<file path="src/rtl/ddr3_arb_pkg.sv">
// Shared definitions for the DDR3 port arbiter: FSM state encoding and the
// upper bound on the number of requesters.
package ddr3_arb_pkg;

    localparam int DDR3_ARB_MAX_REQ = 8;

    typedef enum logic [1:0] {
        ST_IDLE  = 2'd0,
        ST_ISSUE = 2'd1,
        ST_WAIT  = 2'd2,
        ST_DONE  = 2'd3
    } arb_state_e;

endpackage

</file>
<file path="src/rtl/ddr3_port_arbiter_rr_picker.sv">
// Combinational round-robin select: first set bit of elig_i scanning upward
// from last_i+1 (wrapping), returned as one-hot plus index.
module rr_picker #(
    parameter int N     = 4,
    parameter int IDX_W = (N > 1) ? $clog2(N) : 1
) (
    input  logic [N-1:0]     elig_i,
    input  logic [IDX_W-1:0] last_i,
    output logic [N-1:0]     gnt_o,
    output logic [IDX_W-1:0] idx_o,
    output logic             any_o
);

    always_comb begin
        int               j;
        logic [IDX_W-1:0] jj;
        j     = 0;
        jj    = '0;
        gnt_o = '0;
        idx_o = '0;
        any_o = 1'b0;
        // k = N revisits last_i itself, so a lone requester can win again
        for (int k = 1; k <= N; k++) begin
            j  = (int'(last_i) + k) % N;
            jj = j[IDX_W-1:0];
            if (!any_o && elig_i[jj]) begin
                any_o     = 1'b1;
                idx_o     = jj;
                gnt_o[jj] = 1'b1;
            end
        end
    end

endmodule

</file>
<file path="src/rtl/ddr3_port_arbiter.sv">
// Shares one DDR3 controller port between NUM_REQ LSU requesters: round-robin
// grant, single-cycle command strobe, ready-edge completion with timeout abort.
module ddr3_port_arbiter
    import ddr3_arb_pkg::*;
#(
    parameter int NUM_REQ     = 4,
    parameter int ADDR_W      = 32,
    parameter int DATA_W      = 32,
    parameter int TIMEOUT_CYC = 1023
) (
    input  logic                      clk,
    input  logic                      reset,
    input  logic                      stall_i,
    input  logic [NUM_REQ-1:0]        req_i,
    input  logic [NUM_REQ-1:0]        req_we_i,
    input  logic [NUM_REQ-1:0]        req_same_i,
    input  logic [NUM_REQ*ADDR_W-1:0] req_addr_i,
    input  logic [NUM_REQ*DATA_W-1:0] req_wdata_i,
    output logic [NUM_REQ-1:0]        grant_o,
    output logic [NUM_REQ-1:0]        n_rdy_o,
    output logic [NUM_REQ-1:0]        done_o,
    output logic [DATA_W-1:0]         rdata_o,
    output logic                      err_o,
    output logic                      ddr_en_o,
    output logic                      ddr_we_o,
    output logic [ADDR_W-1:0]         ddr_addr_o,
    output logic [DATA_W-1:0]         ddr_wdata_o,
    input  logic                      DDR3_rdy,
    input  logic                      DDR3_w_rdy,
    input  logic [DATA_W-1:0]         ddr_rdata_i
);

    localparam int IDX_W = $clog2(NUM_REQ);
    localparam int CNT_W = $clog2(TIMEOUT_CYC);
    localparam logic [CNT_W-1:0] CNT_LIM = CNT_W'(TIMEOUT_CYC - 1);

    arb_state_e          state_q, state_d;
    logic [NUM_REQ-1:0]  grant_q, grant_d;
    logic [NUM_REQ-1:0]  done_q, done_d;
    logic [IDX_W-1:0]    last_q, last_d;
    logic                en_q, en_d;
    logic                we_q, we_d;
    logic [ADDR_W-1:0]   addr_q, addr_d;
    logic [DATA_W-1:0]   wdata_q, wdata_d;
    logic [DATA_W-1:0]   rdata_q, rdata_d;
    logic                err_q, err_d;
    logic [CNT_W-1:0]    cnt_q, cnt_d;
    logic                rdy_pre_q, rdy_pre_d;
    logic                wrdy_pre_q, wrdy_pre_d;

    logic [NUM_REQ-1:0]  elig;
    logic [NUM_REQ-1:0]  pick_gnt;
    logic [IDX_W-1:0]    pick_idx;
    logic                pick_any;
    logic                ready_edge;

    // A requester whose done pulse is out this cycle must not be re-picked
    assign elig    = req_i & ~req_same_i & ~done_q;
    assign n_rdy_o = elig;

    rr_picker #(.N(NUM_REQ), .IDX_W(IDX_W)) u_pick (
        .elig_i (elig),
        .last_i (last_q),
        .gnt_o  (pick_gnt),
        .idx_o  (pick_idx),
        .any_o  (pick_any)
    );

    assign ready_edge = we_q ? (~wrdy_pre_q & DDR3_w_rdy) : (~rdy_pre_q & DDR3_rdy);

    always_comb begin
        state_d    = state_q;
        grant_d    = grant_q;
        last_d     = last_q;
        done_d     = '0;
        en_d       = 1'b0;
        we_d       = we_q;
        addr_d     = addr_q;
        wdata_d    = wdata_q;
        rdata_d    = rdata_q;
        err_d      = err_q;
        cnt_d      = cnt_q;
        rdy_pre_d  = DDR3_rdy;
        wrdy_pre_d = DDR3_w_rdy;
        case (state_q)
            // DONE arbitrates like IDLE so back-to-back grants lose no cycle
            ST_IDLE, ST_DONE: begin
                state_d = ST_IDLE;
                grant_d = '0;
                if (pick_any) begin
                    state_d = ST_ISSUE;
                    grant_d = pick_gnt;
                    last_d  = pick_idx;
                    we_d    = req_we_i[pick_idx];
                    addr_d  = req_addr_i[int'(pick_idx)*ADDR_W +: ADDR_W];
                    wdata_d = req_wdata_i[int'(pick_idx)*DATA_W +: DATA_W];
                end
            end
            ST_ISSUE: begin
                en_d    = 1'b1;
                cnt_d   = '0;
                state_d = ST_WAIT;
            end
            ST_WAIT: begin
                if (ready_edge) begin
                    state_d        = ST_DONE;
                    done_d[last_q] = 1'b1;
                    if (!we_q) rdata_d = ddr_rdata_i;
                end else if (cnt_q == CNT_LIM) begin
                    state_d        = ST_DONE;
                    done_d[last_q] = 1'b1;
                    err_d          = 1'b1;
                end else begin
                    cnt_d = cnt_q + 1'b1;
                end
            end
            default: state_d = ST_IDLE;
        endcase
    end

    always_ff @(posedge clk) begin
        if (reset) begin
            state_q    <= ST_IDLE;
            grant_q    <= '0;
            done_q     <= '0;
            last_q     <= IDX_W'(NUM_REQ - 1);
            en_q       <= 1'b0;
            we_q       <= 1'b0;
            addr_q     <= '0;
            wdata_q    <= '0;
            rdata_q    <= '0;
            err_q      <= 1'b0;
            cnt_q      <= '0;
            rdy_pre_q  <= 1'b1;
            wrdy_pre_q <= 1'b1;
        end else if (!stall_i) begin
            state_q    <= state_d;
            grant_q    <= grant_d;
            done_q     <= done_d;
            last_q     <= last_d;
            en_q       <= en_d;
            we_q       <= we_d;
            addr_q     <= addr_d;
            wdata_q    <= wdata_d;
            rdata_q    <= rdata_d;
            err_q      <= err_d;
            cnt_q      <= cnt_d;
            rdy_pre_q  <= rdy_pre_d;
            wrdy_pre_q <= wrdy_pre_d;
        end
    end

    assign grant_o     = grant_q;
    assign done_o      = done_q;
    assign rdata_o     = rdata_q;
    assign err_o       = err_q;
    assign ddr_en_o    = en_q;
    assign ddr_we_o    = we_q;
    assign ddr_addr_o  = addr_q;
    assign ddr_wdata_o = wdata_q;

endmodule

</file>
<file path="config.mk">
export PLATFORM = sky130hd
export DESIGN_NAME = ddr3_port_arbiter
export DESIGN_NICKNAME = d
export VERILOG_FILES = /design/src/rtl/ddr3_arb_pkg.sv /design/src/rtl/ddr3_port_arbiter_rr_picker.sv /design/src/rtl/ddr3_port_arbiter.sv
export SDC_FILE = /design/constraint.sdc
export NUM_CORES = 1
export LEC_CHECK = 0
export ABC_AREA = 1
export CORE_AREA = 5 5 160 162
export CTS_CLUSTER_SIZE = 20
export DETAILED_ROUTE_END_ITERATION = 7
export DIE_AREA = 0 0 165 167
export PLACE_DENSITY_LB_ADDON = 0.05
export SLEW_MARGIN = 30
export SYNTH_ARGS = -nofsm -noshare
export SYNTH_HDL_FRONTEND = slang
export SYNTH_HIERARCHICAL = 1
export SYNTH_SLANG_ARGS = --single-unit
</file>
<file path="constraint.sdc">
create_clock -name clk -period 5.05 [get_ports clk]
set_clock_uncertainty 0.1 [all_clocks]
set_input_delay 1.01 -clock clk [delete_from_list [all_inputs] [get_ports clk]]
set_output_delay 1.01 -clock clk [all_outputs]
set_load 0.02 [all_outputs]
</file>
==> impl_results.md, run 1 <==
* Cell Area, Synth at 7400 sq um
* Fin cells at 1908
* Final Hold Viols at 0
* Routability cong. at 0.908
* Top cells by area, synth: dfxtp_1, nor2_1, o21ai_0
* DIE WIDTH at 165 microns
* Maximum root-to-sink buffer count at 2
* Worst stage delay on the critical path at 0.44 ns
* DP Area at 11700 sq um
* Worst-path clk slew at 0.06 ns
* CP Max Fanout at 87
* Port buffer count at 415
* Reg2Reg Setup Slack at 1.30 ns
* Top_reg_cell synth: dfxtp_1
* FF/Latch Area at 2460 sq um
* TritonCTS clock tree: yes
* Max Cap Violations at 0
* Congestion Overflow GR at 0
* Multi-input gate area in the final layout at 4080 sq um
* Delay-heaviest family, CP: buffers and inverters
* EDFF count, synth at 0
* Worst Hold Class: flip-flop to flip-flop
* Relative slew slack at 0.422
* Rows at 57
* Post CTS Setup Buffer Count at 0
* Kind of critical path: primary input to flip-flop
* Via-to-Cell Ratio at 4.72
* Pre-Repair DR Iteration Count at 5
* Die span in y at 167 microns
* Measured slew at the worst slew-check pin at 0.867 ns
* PostCTS Resize Cnt at 0
* Pins over their slew limit at 0
* Crit path capture type: flip-flop
* Hold Buf Count CTS at 0
* Worst skew pair latency at 0.42 ns
* Num CTS Buffers at 17
* Fillers at 2495
* Min Tclk post-route at 3.86 ns
* Final #Nets at 1882
* Total power at 8.60 mW
* Area growth from synthesis to layout at 66.0%
* Largest net degree at the start of global routing at 88
* Routed WL at 32700 microns
* Largest area contributor in the netlist: dfxtp_1
* Via count at 9006
* Fin crit share at 0.765
* CP Cell Sequence: clkdlybuf4s50_1 > nor3b_1 > inv_1 > nand2_1 > nand3_1 > nand2_1 > nand3_1 > a21oi_4 > clkinv_2 > buf_4 > o21ai_0 > o22ai_1 > o21ai_0 > inv_1
* Syn. warnings at 6
* Register area share after synthesis at 0.333
* Synthesized Nets at 1516
* Post-synth top cells: nor2_1, o21ai_0, nand2_1, inv_1, dfxtp_1
* Leakage at 5.25 nW
* GRT Total Usage at 0.229
* #FFs+latches synth at 123
* Status: finished, final reports clean
* Peak supply drop at 0.000494 V
* Placed Cells at 1870
* Slowest cell on crit path: clkdlybuf4s50_1
* Crit path DAT at 4.08 ns
* Buffers & Inverters on Critical Path at 5
* Drt drc at 0
* Setup TNS at 0 ns
* Startpoint Class: primary input
* Power Density at 700 nW/um^2
* Initial antenna violation count at 7
* Starting DRT DRC Count at 442
* Syn_area_per_cell at 6.18 sq um
* RSZ-0062 raised after global routing: no
* Count leader, synth: nor2_1
* Max Clock Freq at 259 MHz
* Cells after Synth at 1199
* Post-layout instance area at 12300 sq um
* Netlist cell types at 32
* First-pass GRT wire length at 48900 microns
* CTS root buffer: clkbuf_16
* Layout cell share with drive strength beyond 1 at 0.0469
* Final setup vio count at 0
* CTS H-Tree Depth at 4
* CTS Sinks at 123
* Hpwl dp at 24500 microns
* Number of global-route vias before repair at 8614
* Data required time of the worst path at 5.27 ns
* Avg WL per Cell at 17.1 microns
* Ys async rst share at 0
* ANT nets after route at 0
* Share of the synthesized area in the top cell type at 0.333
* IO Pins at 416
* CORE AREA at 24000 sq um
* Die area at 27600 sq um
* Starting Density at 0.309
## cell type report
| class | count | share of cell area |
|---|---|---|
| flip-flops and latches | 123 | 0.200 |
| well taps | 324 | 0.0330 |
| inverters | 130 | 0.0404 |
| clock inverters | 15 | 0.0120 |
| multi-input cells | 865 | 0.332 |
| diodes | 6 | 0.00122 |
| repair buffers | 428 | 0.347 |
| clock buffers | 17 | 0.0346 |
## logic make-up after synthesis
logic type               count (synthesis)  share of synthesized area
AO/OA/AOI/OAI                          303                      0.219
XOR/XNOR                                 1                    0.00118
adder cells (fa/ha/maj)                 12                     0.0203
buffers and inverters                  211                      0.119
flip-flops                             123                      0.333
AND/OR/NAND/NOR                        549                      0.307
## routing by layer
metal | GRT usage | vias to the layer above | part of all wire
met5 | 0 | - | 0.00040
met4 | 0.0778 | 2 | 0.024
met2 | 0.398 | 308 | 0.51
met3 | 0.0640 | 45 | 0.070
met1 | 0.268 | 4053 | 0.40
li1 | - | 4598 | -
## through the flow
stage                     worst slack [ns]  hold slack (ns)   util
after floorplan                       1.29            0.355      -
after global placement               0.867            0.357  0.488
after detailed placement             0.751            0.363  0.488
after CTS                             1.22            0.373  0.512
after global routing                 0.757            0.391  0.513
final                                 1.19            0.370  0.513
## path summary, 6_finish.rpt
path                                  from        endpoint  depth (start not counted)
worst max-delay path              req_i[3]  ddr_addr_o[20]                         14
worst min-delay path            grant_o[1]      grant_o[1]                          2
worst max register to register   last_q[1]  ddr_addr_o[20]                         14
worst min register to register  grant_o[1]      grant_o[1]                          2
## sequential cells by signal, summed over array words and instances (netlist names), 2 cells and up
| signal | flops |
|---|---|
| rdata_o | 32 |
| ddr_wdata_o | 32 |
| ddr_addr_o | 32 |
| last_q | 2 |
| cnt_q | 10 |
| done_o | 4 |
| state_q | 2 |
| grant_o | 4 |
## worst min-delay path, stage by stage (launching register included)
cell,delay (ns)
dfxtp_1,0.31
nand2_1,0.06
a21oi_1,0.05
## layout by cell type (no fill, tap or decap), types with 6 or more instances in the layout
cell type / instances
clkdlybuf4s50_1: 414
nor2_1: 347
o21ai_0: 190
nand2_1: 132
inv_1: 123
dfxtp_1: 123
o22ai_1: 65
nand3_1: 32
a21oi_1: 29
clkbuf_16: 17
nand4_1: 12
ha_1: 12
buf_4: 12
o21ai_1: 7
diode_2: 6
inv_8: 6
## power breakdown
part,internal (mW),switching (mW)
Sequential,1.29,0.199
Combinational,2.14,3.78
Clock,0.656,0.542
Total,4.08,4.52
No activity file was read; power rests on OpenSTA's default activity.
==> inputs of run 2 (changes only) <==
CORE_AREA = 5 5 159 161   (was 5 5 160 162)
DIE_AREA = 0 0 164 166   (was 0 0 165 167)
clock period = 3.18 ns   (was 5.05 ns; I/O delays follow)
==> impl_results.md, run 2 (synthesis gave the netlist of run 1 again) <==
* Maximum root-to-sink buffer count at 2 (unchanged)
* Final setup vio count at 0 (unchanged)
* Max Cap Violations at 0 (unchanged)
* Status: finished, final reports clean (unchanged)
* Max Clock Freq at 351 MHz
* Final Hold Viols at 0 (unchanged)
* Die span in y at 166 microns (was 167 microns)
* Net Sw Frac at 0.502 (was 0.525)
* Starting Density at 0.311 (was 0.309)
* Post CTS Setup Buffer Count at 0 (unchanged)
* Power Density at 1150 nW/um^2 (was 700 nW/um^2)
* Crit path DAT at 3.07 ns (was 4.08 ns)
* Congestion Overflow GR at 0 (unchanged)
* Largest net degree at the start of global routing at 79 (was 88)
* Port buffer count at 415 (unchanged)
* Most common cell after layout, fill and taps aside: clkdlybuf4s50_1 (unchanged)
* Leakage at 5.45 nW (was 5.25 nW)
* Seq pwr share at 0.161 (was 0.173)
* First-pass GRT wire length at 49100 microns (was 48900 microns)
* CTS root buffer: clkbuf_16 (unchanged)
* Min Tclk post-route at 2.85 ns
* Die area at 27200 sq um (was 27600 sq um)
* Most frequent cells in the layout: clkdlybuf4s50_1, nor2_1, o21ai_0 (unchanged)
* Internal power at 7.23 mW (was 4.08 mW)
* Measured slew at the worst slew-check pin at 0.891 ns (was 0.867 ns)
* Data required time of the worst path at 3.40 ns (was 5.27 ns)
* Hold Buf Count CTS at 0 (unchanged)
* Number of global-route vias before repair at 8727 (was 8614)
* CORE AREA at 23800 sq um (was 24000 sq um)
* Avg WL per Cell at 16.8 microns (was 17.1 microns)
* Fin crit share at 0.897
* Initial antenna violation count at 8 (was 7)
* Post-place setup slack at -0.160 ns (was 0.751 ns)
* Area growth from synthesis to layout at 71.0% (was 66.0%)
* Worst-path clk slew at 0.06 ns (about the same)
* Logic pwr share at 0.709 (was 0.688)
* Final WS setup at 0.329 ns (was 1.19 ns)
* DIE WIDTH at 164 microns (was 165 microns)
* IO Pins at 416 (unchanged)
* Via-to-Cell Ratio at 4.67 (was 4.72)
* RSZ-0062 raised after global routing: no (unchanged)
* Drt drc at 0 (unchanged)
* Relative slew slack at 0.406 (was 0.422)
* CP Max Fanout at 36 (was 87)
* Worst skew pair latency at 0.43 ns (was 0.42 ns)
* Startpoint Class: primary input (unchanged)
* Routed WL at 32500 microns (was 32700 microns)
* Kind of critical path: primary input to flip-flop (unchanged)
* Worst Hold Class: flip-flop to flip-flop (unchanged)
* Via count at 9054 (was 9006)
* Num CTS Buffers at 17 (unchanged)
* Sw Pwr at 7.30 mW (was 4.52 mW)
* Peak supply drop at 0.00105 V (was 0.000494 V)
* Pre-Repair DR Iteration Count at 5 (unchanged)
* GRT Total Usage at 0.231 (was 0.229)
* Hpwl dp at 25300 microns (was 24500 microns)
* Routability cong. at 0.919 (was 0.908)
* PostCTS Resize Cnt at 0 (unchanged)
* CTS H-Tree Depth at 4 (unchanged)
* Starting DRT DRC Count at 471 (was 442)
* Total power at 14.5 mW (was 8.60 mW)
* Pins over their slew limit at 0 (unchanged)
* Clock power frac at 0.130 (was 0.139)
* Final #Nets at 1912 (was 1882)
* TritonCTS clock tree: yes (unchanged)
* Layout cell share with drive strength beyond 1 at 0.0665 (was 0.0469)
* Crit path capture type: flip-flop (unchanged)
* ANT nets after route at 0 (unchanged)
* Rows at 57 (unchanged)
* CTS Sinks at 123 (unchanged)
[run 2: changes by cell type in the layout (fill, tap and decap cells not counted)]
cell,delta
buf_4,+19
inv_6,+2
nor3b_1,-4
diode_2,+2
clkinv_8,-1
buf_12,+10
clkinvlp_4,-1
nor3b_2,+4
clkinv_1,+1
inv_2,-1
buf_6,+1
[run 2: path summary, 6_finish.rpt]
check | start | to | slack [ns] | depth (start not counted)
worst max-delay path | req_i[3] | ddr_wdata_o[5] | 0.33 | 15
worst min-delay path | grant_o[3] | grant_o[3] | 0.37 | 2
worst max register to register | last_q[0] | ddr_wdata_o[5] | 0.38 | 14
worst min register to register | grant_o[3] | grant_o[3] | 0.37 | 2
[run 2: per-layer routing]
layer	track usage	wire length [microns]
met1	0.271	13000
met2	0.389	16200
met3	0.0715	2260
met4	0.0988	1040
met5	0	0
[run 2: power by group through the flow]
stage | sequential, mW | clock [mW] | combinational [mW]
2_1_floorplan | 2.91 | 0 | 5.68
3_3_place_gp | 2.35 | 0 | 10.4
3_5_place_dp | 2.37 | 0 | 10.4
4_1_cts | 2.34 | 1.93 | 10.4
5_1_grt | 2.41 | 2.01 | 11.5
6_report | 2.34 | 1.88 | 10.3
[run 2: layout make-up]
cell class,instances,area (sq um)
Multi-Input combinational cell,865,4100
Clock inverter,15,141
Fill cell,2454,11200
Antenna cell,8,20.0
Inverter,130,497
Sequential cell,123,2460
Clock buffer,17,425
Timing Repair Buffer,458,4610
Tap cell,324,405
[run 2: worst max-delay path, stage by stage]
cell,delay [ns]
clkdlybuf4s50_1,0.44
nor3b_2,0.19
buf_4,0.16
inv_1,0.06
nand2_1,0.08
nand3_1,0.09
nand2_1,0.10
nand3_1,0.12
a21oi_4,0.20
clkinv_2,0.19
buf_12,0.22
o21ai_0,0.25
o22ai_1,0.10
o21ai_0,0.16
inv_1,0.05
[run 2: per-stage QoR]
| step | hold slack [ns] | util | instances | area, sq um | TNS [ns] |
|---|---|---|---|---|---|
| final | 0.370 | 0.532 | 1940 | 12700 | 0 |
| after global routing | 0.398 | 0.532 | 1940 | 12700 | 0 |
| after CTS | 0.376 | 0.531 | 1932 | 12600 | 0 |
| after detailed placement | 0.364 | 0.507 | 1900 | 12100 | -4.14 |
| after global placement | 0.351 | 0.507 | 1900 | 12100 | -2.38 |
| after floorplan | 0.355 | - | 1199 | 7420 | 0 |
